===== src/rtl/tl_ul_arbiter_pkg.sv =====
// Shared definitions for the TileLink-UL master arbiter.
//   - A/D channel opcode constants used by masters and the bench
//   - arb_state_t : A-channel grant FSM state
package tl_ul_arbiter_pkg;

    localparam logic [2:0] PUT_FULL    = 3'd0;
    localparam logic [2:0] PUT_PARTIAL = 3'd1;
    localparam logic [2:0] GET         = 3'd4;
    localparam logic [2:0] ACK         = 3'd0;
    localparam logic [2:0] ACK_DATA    = 3'd1;

    typedef enum logic {
        ST_IDLE   = 1'b0,
        ST_LOCKED = 1'b1
    } arb_state_t;

endpackage


===== src/rtl/tl_ul_arbiter_if.sv =====
// TileLink-UL A/D channel bundle for N lanes (one lane per master).
// Upstream side of the arbiter uses N = NUM_MASTERS, SRC_W = SID_WIDTH;
// downstream side uses N = 1, SRC_W = SID_WIDTH + master-index width.
//   master modport : drives A, receives D (a requester)
//   slave  modport : receives A, drives D (a responder)
interface tl_ul_arbiter_if #(
    parameter int N     = 2,
    parameter int XLEN  = 32,
    parameter int SRC_W = 2
);
    logic [N-1:0]                 a_valid;
    logic [N-1:0]                 a_ready;
    logic [N-1:0][2:0]            a_opcode;
    logic [N-1:0][2:0]            a_param;
    logic [N-1:0][2:0]            a_size;
    logic [N-1:0][SRC_W-1:0]      a_source;
    logic [N-1:0][XLEN-1:0]       a_address;
    logic [N-1:0][XLEN/8-1:0]     a_mask;
    logic [N-1:0][XLEN-1:0]       a_data;

    logic [N-1:0]                 d_valid;
    logic [N-1:0]                 d_ready;
    logic [N-1:0][2:0]            d_opcode;
    logic [N-1:0][1:0]            d_param;
    logic [N-1:0][2:0]            d_size;
    logic [N-1:0][SRC_W-1:0]      d_source;
    logic [N-1:0][XLEN-1:0]       d_data;
    logic [N-1:0]                 d_corrupt;
    logic [N-1:0]                 d_denied;

    modport master (
        output a_valid, a_opcode, a_param, a_size, a_source, a_address, a_mask, a_data,
        input  a_ready,
        input  d_valid, d_opcode, d_param, d_size, d_source, d_data, d_corrupt, d_denied,
        output d_ready
    );

    modport slave (
        input  a_valid, a_opcode, a_param, a_size, a_source, a_address, a_mask, a_data,
        output a_ready,
        output d_valid, d_opcode, d_param, d_size, d_source, d_data, d_corrupt, d_denied,
        input  d_ready
    );
endinterface


===== src/rtl/tl_ul_arbiter_rr_pick.sv =====
// Combinational round-robin picker.
//   req_i : request vector
//   ptr_i : highest-priority index this cycle
//   gnt_o : one-hot grant, idx_o : granted index, any_o : some request granted
// Searches ptr_i..N-1 first, then 0..ptr_i-1.
module tl_ul_arbiter_rr_pick #(
    parameter int N = 2,
    parameter int W = $clog2(N)
) (
    input  logic [N-1:0] req_i,
    input  logic [W-1:0] ptr_i,
    output logic [N-1:0] gnt_o,
    output logic [W-1:0] idx_o,
    output logic         any_o
);
    always_comb begin
        gnt_o = '0;
        idx_o = '0;
        any_o = 1'b0;
        for (int j = 0; j < N; j++) begin
            if (!any_o && req_i[j] && j >= int'(ptr_i)) begin
                any_o    = 1'b1;
                gnt_o[j] = 1'b1;
                idx_o    = W'(j);
            end
        end
        for (int j = 0; j < N; j++) begin
            if (!any_o && req_i[j] && j < int'(ptr_i)) begin
                any_o    = 1'b1;
                gnt_o[j] = 1'b1;
                idx_o    = W'(j);
            end
        end
    end
endmodule


===== src/rtl/tl_ul_arbiter.sv =====
// N-to-1 TileLink-UL master arbiter.
//   clk, reset_n  : clock, asynchronous active-low reset
//   up (slave)    : NUM_MASTERS upstream master lanes
//   dn (master)   : single downstream port; a_source/d_source carry {master idx, upstream source}
//   err_unmapped  : pulses while a D beat addressed to a non-existent master is dropped
// A channel: round-robin grant, held (LOCKED) until the beat is accepted.
// Each master is limited to MAX_OUTST requests without a D response.
module tl_ul_arbiter
    import tl_ul_arbiter_pkg::*;
#(
    parameter int NUM_MASTERS = 2,
    parameter int XLEN        = 32,
    parameter int SID_WIDTH   = 2,
    parameter int MAX_OUTST   = 2
) (
    input  logic            clk,
    input  logic            reset_n,
    tl_ul_arbiter_if.slave  up,
    tl_ul_arbiter_if.master dn,
    output logic            err_unmapped
);
    localparam int MIDX_W = $clog2(NUM_MASTERS);
    localparam int OSID_W = SID_WIDTH + MIDX_W;
    localparam int CNT_W  = $clog2(MAX_OUTST + 1);

    typedef struct packed {
        logic [2:0]        opcode;
        logic [2:0]        param;
        logic [2:0]        size;
        logic [XLEN-1:0]   address;
        logic [XLEN/8-1:0] mask;
        logic [XLEN-1:0]   data;
    } a_fields_t;

    arb_state_t                          state_q, state_d;
    logic [MIDX_W-1:0]                   rr_ptr_q, rr_ptr_d;
    logic [MIDX_W-1:0]                   lock_idx_q, lock_idx_d;
    logic [NUM_MASTERS-1:0][CNT_W-1:0]   outst_q, outst_d;

    logic [NUM_MASTERS-1:0]              elig, pick_gnt, lock_oh, d_fire;
    logic [MIDX_W-1:0]                   pick_idx, sel_idx, d_idx;
    logic                                pick_any, sel_vld, a_fire, d_mapped;
    a_fields_t                           a_sel;

    function automatic logic [MIDX_W-1:0] wrap_inc(input logic [MIDX_W-1:0] i);
        return (int'(i) == NUM_MASTERS - 1) ? '0 : i + 1'b1;
    endfunction

    always_comb begin
        for (int i = 0; i < NUM_MASTERS; i++) begin
            elig[i]    = up.a_valid[i] && (outst_q[i] < CNT_W'(MAX_OUTST));
            lock_oh[i] = (lock_idx_q == MIDX_W'(i));
        end
    end

    tl_ul_arbiter_rr_pick #(.N(NUM_MASTERS), .W(MIDX_W)) u_pick (
        .req_i (elig),
        .ptr_i (rr_ptr_q),
        .gnt_o (pick_gnt),
        .idx_o (pick_idx),
        .any_o (pick_any)
    );

    // ---------------- FSM: state register ----------------
    always_ff @(posedge clk or negedge reset_n) begin
        if (!reset_n) begin
            state_q    <= ST_IDLE;
            rr_ptr_q   <= '0;
            lock_idx_q <= '0;
            outst_q    <= '0;
        end else begin
            state_q    <= state_d;
            rr_ptr_q   <= rr_ptr_d;
            lock_idx_q <= lock_idx_d;
            outst_q    <= outst_d;
        end
    end

    // ---------------- FSM: next state ----------------
    always_comb begin
        state_d    = state_q;
        rr_ptr_d   = rr_ptr_q;
        lock_idx_d = lock_idx_q;
        case (state_q)
            ST_IDLE: begin
                if (pick_any) begin
                    if (dn.a_ready[0]) begin
                        rr_ptr_d = wrap_inc(pick_idx);
                    end else begin
                        lock_idx_d = pick_idx;
                        state_d    = ST_LOCKED;
                    end
                end
            end
            ST_LOCKED: begin
                // The locked master bypasses the outstanding cap: it was eligible when granted.
                if (a_fire) begin
                    rr_ptr_d = wrap_inc(lock_idx_q);
                    state_d  = ST_IDLE;
                end
            end
            default: state_d = ST_IDLE;
        endcase
    end

    // ---------------- FSM: outputs (A mux) ----------------
    always_comb begin
        sel_idx = (state_q == ST_LOCKED) ? lock_idx_q : pick_idx;
        // Gated by reset_n so nothing is presented while reset is held.
        sel_vld = reset_n && ((state_q == ST_LOCKED) ? up.a_valid[lock_idx_q] : pick_any);
        a_fire  = sel_vld && dn.a_ready[0];

        a_sel.opcode  = up.a_opcode[sel_idx];
        a_sel.param   = up.a_param[sel_idx];
        a_sel.size    = up.a_size[sel_idx];
        a_sel.address = up.a_address[sel_idx];
        a_sel.mask    = up.a_mask[sel_idx];
        a_sel.data    = up.a_data[sel_idx];

        dn.a_valid[0]   = sel_vld;
        dn.a_opcode[0]  = a_sel.opcode;
        dn.a_param[0]   = a_sel.param;
        dn.a_size[0]    = a_sel.size;
        dn.a_address[0] = a_sel.address;
        dn.a_mask[0]    = a_sel.mask;
        dn.a_data[0]    = a_sel.data;
        dn.a_source[0]  = {sel_idx, up.a_source[sel_idx]};

        up.a_ready = {NUM_MASTERS{sel_vld && dn.a_ready[0]}}
                   & ((state_q == ST_LOCKED) ? lock_oh : pick_gnt);
    end

    // ---------------- D demux ----------------
    always_comb begin
        d_idx        = dn.d_source[0][OSID_W-1:SID_WIDTH];
        d_mapped     = int'(d_idx) < NUM_MASTERS;
        dn.d_ready   = '0;
        up.d_valid   = '0;
        err_unmapped = reset_n && dn.d_valid[0] && !d_mapped;
        for (int i = 0; i < NUM_MASTERS; i++) begin
            up.d_opcode[i]  = dn.d_opcode[0];
            up.d_param[i]   = dn.d_param[0];
            up.d_size[i]    = dn.d_size[0];
            up.d_source[i]  = dn.d_source[0][SID_WIDTH-1:0];
            up.d_data[i]    = dn.d_data[0];
            up.d_corrupt[i] = dn.d_corrupt[0];
            up.d_denied[i]  = dn.d_denied[0];
            if (reset_n && dn.d_valid[0] && d_idx == MIDX_W'(i)) begin
                up.d_valid[i] = 1'b1;
            end
            if (reset_n && d_mapped && d_idx == MIDX_W'(i)) begin
                dn.d_ready[0] = up.d_ready[i];
            end
        end
        // Unmapped beats are sunk so the downstream never stalls on them.
        if (reset_n && !d_mapped) begin
            dn.d_ready[0] = 1'b1;
        end
    end

    assign d_fire = up.d_valid & up.d_ready;

    // ---------------- outstanding counters ----------------
    always_comb begin
        for (int i = 0; i < NUM_MASTERS; i++) begin
            case ({a_fire && (sel_idx == MIDX_W'(i)), d_fire[i]})
                2'b10:   outst_d[i] = outst_q[i] + CNT_W'(1);
                2'b01:   outst_d[i] = outst_q[i] - CNT_W'(1);
                default: outst_d[i] = outst_q[i];
            endcase
        end
    end

endmodule


===== src/flat_wrapper.sv =====
// flat-port wrapper written by rule: the top's interface ports become plain ports
module tl_ul_arbiter_flat import tl_ul_arbiter_pkg::*;
#(
    parameter int NUM_MASTERS = 2,
    parameter int XLEN        = 32,
    parameter int SID_WIDTH   = 2,
    parameter int MAX_OUTST   = 2
)
  (clk, reset_n, err_unmapped, up_a_valid, up_a_opcode, up_a_param, up_a_size, up_a_source, up_a_address, up_a_mask, up_a_data, up_a_ready, up_d_valid, up_d_opcode, up_d_param, up_d_size, up_d_source, up_d_data, up_d_corrupt, up_d_denied, up_d_ready, dn_a_valid, dn_a_opcode, dn_a_param, dn_a_size, dn_a_source, dn_a_address, dn_a_mask, dn_a_data, dn_a_ready, dn_d_valid, dn_d_opcode, dn_d_param, dn_d_size, dn_d_source, dn_d_data, dn_d_corrupt, dn_d_denied, dn_d_ready);
  tl_ul_arbiter_if #(.N((2)), .XLEN(XLEN), .SRC_W((2))) up_i ();
  tl_ul_arbiter_if #(.N(1), .XLEN(XLEN), .SRC_W((3))) dn_i ();
  input  logic clk;
  input  logic reset_n;
  output logic err_unmapped;
  input wire logic [$bits(up_i.a_valid)-1:0] up_a_valid;
  input wire logic [$bits(up_i.a_opcode)-1:0] up_a_opcode;
  input wire logic [$bits(up_i.a_param)-1:0] up_a_param;
  input wire logic [$bits(up_i.a_size)-1:0] up_a_size;
  input wire logic [$bits(up_i.a_source)-1:0] up_a_source;
  input wire logic [$bits(up_i.a_address)-1:0] up_a_address;
  input wire logic [$bits(up_i.a_mask)-1:0] up_a_mask;
  input wire logic [$bits(up_i.a_data)-1:0] up_a_data;
  output wire logic [$bits(up_i.a_ready)-1:0] up_a_ready;
  output wire logic [$bits(up_i.d_valid)-1:0] up_d_valid;
  output wire logic [$bits(up_i.d_opcode)-1:0] up_d_opcode;
  output wire logic [$bits(up_i.d_param)-1:0] up_d_param;
  output wire logic [$bits(up_i.d_size)-1:0] up_d_size;
  output wire logic [$bits(up_i.d_source)-1:0] up_d_source;
  output wire logic [$bits(up_i.d_data)-1:0] up_d_data;
  output wire logic [$bits(up_i.d_corrupt)-1:0] up_d_corrupt;
  output wire logic [$bits(up_i.d_denied)-1:0] up_d_denied;
  input wire logic [$bits(up_i.d_ready)-1:0] up_d_ready;
  output wire logic [$bits(dn_i.a_valid)-1:0] dn_a_valid;
  output wire logic [$bits(dn_i.a_opcode)-1:0] dn_a_opcode;
  output wire logic [$bits(dn_i.a_param)-1:0] dn_a_param;
  output wire logic [$bits(dn_i.a_size)-1:0] dn_a_size;
  output wire logic [$bits(dn_i.a_source)-1:0] dn_a_source;
  output wire logic [$bits(dn_i.a_address)-1:0] dn_a_address;
  output wire logic [$bits(dn_i.a_mask)-1:0] dn_a_mask;
  output wire logic [$bits(dn_i.a_data)-1:0] dn_a_data;
  input wire logic [$bits(dn_i.a_ready)-1:0] dn_a_ready;
  input wire logic [$bits(dn_i.d_valid)-1:0] dn_d_valid;
  input wire logic [$bits(dn_i.d_opcode)-1:0] dn_d_opcode;
  input wire logic [$bits(dn_i.d_param)-1:0] dn_d_param;
  input wire logic [$bits(dn_i.d_size)-1:0] dn_d_size;
  input wire logic [$bits(dn_i.d_source)-1:0] dn_d_source;
  input wire logic [$bits(dn_i.d_data)-1:0] dn_d_data;
  input wire logic [$bits(dn_i.d_corrupt)-1:0] dn_d_corrupt;
  input wire logic [$bits(dn_i.d_denied)-1:0] dn_d_denied;
  output wire logic [$bits(dn_i.d_ready)-1:0] dn_d_ready;
  assign up_i.a_valid = up_a_valid;
  assign up_i.a_opcode = up_a_opcode;
  assign up_i.a_param = up_a_param;
  assign up_i.a_size = up_a_size;
  assign up_i.a_source = up_a_source;
  assign up_i.a_address = up_a_address;
  assign up_i.a_mask = up_a_mask;
  assign up_i.a_data = up_a_data;
  assign up_a_ready = up_i.a_ready;
  assign up_d_valid = up_i.d_valid;
  assign up_d_opcode = up_i.d_opcode;
  assign up_d_param = up_i.d_param;
  assign up_d_size = up_i.d_size;
  assign up_d_source = up_i.d_source;
  assign up_d_data = up_i.d_data;
  assign up_d_corrupt = up_i.d_corrupt;
  assign up_d_denied = up_i.d_denied;
  assign up_i.d_ready = up_d_ready;
  assign dn_a_valid = dn_i.a_valid;
  assign dn_a_opcode = dn_i.a_opcode;
  assign dn_a_param = dn_i.a_param;
  assign dn_a_size = dn_i.a_size;
  assign dn_a_source = dn_i.a_source;
  assign dn_a_address = dn_i.a_address;
  assign dn_a_mask = dn_i.a_mask;
  assign dn_a_data = dn_i.a_data;
  assign dn_i.a_ready = dn_a_ready;
  assign dn_i.d_valid = dn_d_valid;
  assign dn_i.d_opcode = dn_d_opcode;
  assign dn_i.d_param = dn_d_param;
  assign dn_i.d_size = dn_d_size;
  assign dn_i.d_source = dn_d_source;
  assign dn_i.d_data = dn_d_data;
  assign dn_i.d_corrupt = dn_d_corrupt;
  assign dn_i.d_denied = dn_d_denied;
  assign dn_d_ready = dn_i.d_ready;
  tl_ul_arbiter #(.NUM_MASTERS(NUM_MASTERS), .XLEN(XLEN), .SID_WIDTH(SID_WIDTH), .MAX_OUTST(MAX_OUTST)) u_core (.clk(clk), .reset_n(reset_n), .up(up_i), .dn(dn_i), .err_unmapped(err_unmapped));
endmodule

===== config.mk =====
export PLATFORM = sky130hd
export DESIGN_NAME = tl_ul_arbiter_flat
export DESIGN_NICKNAME = d
export VERILOG_FILES = /design/src/rtl/tl_ul_arbiter_pkg.sv /design/src/rtl/tl_ul_arbiter_if.sv /design/src/rtl/tl_ul_arbiter_rr_pick.sv /design/src/rtl/tl_ul_arbiter.sv /design/src/flat_wrapper.sv
export SDC_FILE = /design/constraint.sdc
export NUM_CORES = 1
export LEC_CHECK = 0
export CAP_MARGIN = 10
export CORE_AREA = 10 10 143 145
export CTS_CLUSTER_DIAMETER = 100
export DETAILED_ROUTE_END_ITERATION = 12
export DIE_AREA = 0 0 153 155
export GPL_ROUTABILITY_DRIVEN = 1
export GPL_TIMING_DRIVEN = 0
export HOLD_SLACK_MARGIN = 0.05
export SYNTH_ARGS = -nofsm -noshare
export SYNTH_HDL_FRONTEND = slang
export SYNTH_SLANG_ARGS = --single-unit

===== constraint.sdc =====
create_clock -name clk -period 2.45 [get_ports clk]
set_input_delay 0.245 -clock clk [delete_from_list [all_inputs] [get_ports clk]]
set_output_delay 0.245 -clock clk [all_outputs]
set_load 0.1 [all_outputs]

==> results by group <==
Outcome
  – Status: finished, final reports clean

Critical path
  – Cell family with most CP delay: buffers and inverters
  – Critical path startpoint: reset_n
  – Buffer and inverter count on the worst path: 2
  – Critical setup path kind: in -> out
  – Startpoint types: input pin
  – CP cell instances: clkdlybuf4s50_1 > a21boi_1 > dlygate4sd2_1
  – Slowest stage cell, crit path: dlygate4sd2_1
  – Slowest stage delay, CP: 0.88 ns
  – Arr. time, crit path: 2.11 ns
  – WP data required: about 2.2 ns
  – Max Fanout on Critical Path: 12
  – FF-to-FF Start: u_core.state_q
  – R2R depth: 9
  – WP depth: 3
  – Critical Path Sink Type: output pin

STA
  – Worst slew pin tran: ~1.0 ns
  – RSZ-0062 raised after global routing: false
  – Fin crit share: 96.1%
  – Post-Route Setup TNS: 0 ns
  – Slew headroom: 32.9%
  – Achievable frequency: about 0.42 GHz
  – Min cycle time layout: between 2 and 2.5 ns
  – Setup Skew: 0.00141 ns
  – Final setup viols: 0
  – Hold Fails Final Rpt: 0
  – Max-slew violations: 0
  – Min Hold Slack: approximately 0.34 ns

Detailed routing
  – DRT iter0 DRCs: 51
  – Routed via count: a little under 3000
  – Drt wl/cell: around 20 um
  – Drt drc: 0
  – First-pass DRT Iterations: 4
  – ANT nets after route: 0
  – Vias per cell: about 3.6
  – WL final: between 15000 and 20000 um

Finish
  – Area of the multi-input gates: approximately 0.0014 mm2
  – Design Area, Final: roughly 0.0060 mm2
  – Diodes inserted: 0
  – Fin cells: between 800 and 900
  – Register area: roughly 180 um2
  – Syn-to-layout area delta: 143%
  – Layout cells sized above 1: 46.6%
  – Final #Nets: between 700 and 800
  – Fillers: roughly 1800

Synthesis
  – Share of the synthesized area in the top cell type: between 40% and 50%
  – Post-synth EDFFs: 0
  – Synthesized area: between 0.002 and 0.0025 mm2
  – Syn Nets: 448
  – Distinct cells, synth: 29
  – #FFs+latches synth: 7
  – Mapped Cells: 235
  – Warnings from Yosys: 0
  – Synth area leader: mux2_4
  – Cell with the most instances after synthesis: buf_4
  – Most instantiated cells after synthesis: 91 x buf_4, 66 x mux2_4, 13 x mux2_2, 8 x nor2_1
  – Main synth FF type: dfrtp_1
  – Avg Cell Area, Syn: ~10 um2
  – Fraction of registers with async set/reset: 100%
  – Sequential element share of the synthesized area: approximately 7.1%
  – Largest cells by area after synthesis: mux2_4 40%, buf_4 28%, dfrtp_1 7.1%, mux2_2 5.9%, buf_12 5.7%

Global route
  – First-pass GRT wire length: 22600 um
  – Vias in the first global route: between 3000 and 4000
  – Largest net degree at the start of global routing: 13
  – Global route overflow: 0
  – Initial antenna violation count: 0
  – Total Routing Usage GR: between 10% and 20%

Power
  – Pwr per Cell Area: between 1000 and 1500 mW/mm2
  – VDD IR max: 0.000875 V
  – P_leak: between 2 and 3 nW

Clock network
  – CTS H-Tree Depth: 1
  – CTS Buf Count: 3
  – CTS Sinks: 7
  – CTS tree: yes
  – Post-CTS Hold Fix Bufs: 0
  – Clock latency on the worst-skew pair: between 0.2 and 0.25 ns
  – Clock Root Buffer: clkbuf_16
  – Setup Buffers After CTS: 0
  – Clock Tree Buf Depth: 2
  – Clock Pin Slew Worst Setup and Hold Paths: about 0.040 ns

Floorplanning
  – Number of top-level pins: a little under 400
  – Core box area: between 0.015 and 0.02 mm2
  – DIE WIDTH: roughly 150 um
  – Num rows: 49
  – Die ar.: approximately 0.024 mm2
  – Initial Utilization: 13.9%
  – Vert. Die Dim: roughly 160 um

Placed design
  – DP Area: around 0.0062 mm2
  – GPL Wtd Cong: 0.854
  – Cell count after placement: between 800 and 900
  – IO Port Bufs: 340
  – Post-DP HPWL: ~15000 um

Run
  – Max-Cap Viols: 0

Hold path
  – Worst hold path class: in -> async
==> final cells by class <==
| cell class | count | share of cell area (%) |
|---|---|---|
| timing repair buffer | 340 | 52.7 |
| multi-input combinational | 125 | 24.0 |
| buffer | 100 | 14.1 |
| tap | 229 | 4.78 |
| sequential | 7 | 2.92 |
| clock buffer | 4 | 1.32 |
| inverter | 3 | 0.188 |
==> what timing repair did <==
action                     4_1_cts  5_1_grt
hold endpoints to repair         0        0
gates resized for setup        416      136
setup endpoints to repair       86       67
==> registers in the layout (all words and copies together), names as in the netlist <==
signal	count
u_core.lock_idx_q	1
u_core.outst_q	4
u_core.rr_ptr_q	1
u_core.state_q	1
==> layer usage <==
layer  global-route usage, %  vias to the layer above  wire [um]
met3                    3.45                        6       1060
met2                    24.5                      152       9110
li1                        -                     1393          -
met5                       0                        -          0
met1                    12.5                     1342       5730
met4                    1.50                        0         91
==> final timing paths <==
| check | endpoint | slack, ns |
|---|---|---|
| max | dn_d_ready | 0.09 |
| min | u_core.rr_ptr_q | 0.34 |
| max reg2reg | u_core.outst_q[3] | 0.60 |
| min reg2reg | u_core.outst_q[1] | 0.47 |
| max in group asynchronous | u_core.outst_q[3] | 1.79 |
| min in group clk | u_core.outst_q[1] | 0.47 |
==> cells by family (layout without fill, tap and decap cells) <==
group / Yosys count / after routing / share of synthesized area (%)
buffers and inverters: 103 / 447 / 34.7
adder cells (fa/ha/maj): 2 / 2 / 1.02
other: 1 / 1 / 0.152
multiplexers: 81 / 81 / 47.0
XOR/XNOR: 6 / 6 / 2.14
flip-flops: 7 / 7 / 7.12
AND/OR/NAND/NOR: 24 / 24 / 4.93
AO/OA/AOI/OAI: 11 / 11 / 2.90
==> metrics by stage <==
stage	power (mW)	util, %	worst slack [ns]
floorplan	5.99	-	0.0594
global placement	7.49	34.8	-0.790
detailed placement	7.51	34.8	-0.781
CTS	7.39	33.0	-0.206
global route	7.76	33.9	0.000244
finish	7.54	33.9	0.0944
==> where the power goes <==
group | switching (mW) | internal [mW] | leakage, nW | total, mW
logic | 4.95 | 2.08 | 2.60 | 7.03
registers | 0.0515 | 0.173 | 0.0806 | 0.225
clock network | 0.0645 | 0.217 | 0.0382 | 0.281
==> cells in the final DEF (no fill, tap or decap) <==
cell,instances
and2_1,1
a21boi_1,1
dlygate4sd2_1,2
xnor2_1,5
mux2_4,66
clkbuf_16,3
mux2i_1,2
conb_1,1
a311oi_1,1
clkdlybuf4s15_2,2
a22oi_1,1
nor2_1,8
buf_4,157
buf_2,16
and3_1,1
o21ai_2,1
nand2b_4,1
clkbuf_4,1
dfrtp_1,7
nand2_1,7
nor2b_1,2
buf_8,1
clkbuf_1,1
nand2_2,1
nor3b_2,1
nand2b_1,2
inv_1,3
xor2_1,1
a21oi_1,3
o21ai_0,3
ha_1,2
mux2_2,13
a211o_1,1
clkdlybuf4s50_1,254
buf_12,7
No activity file was read; power rests on OpenSTA's default activity.
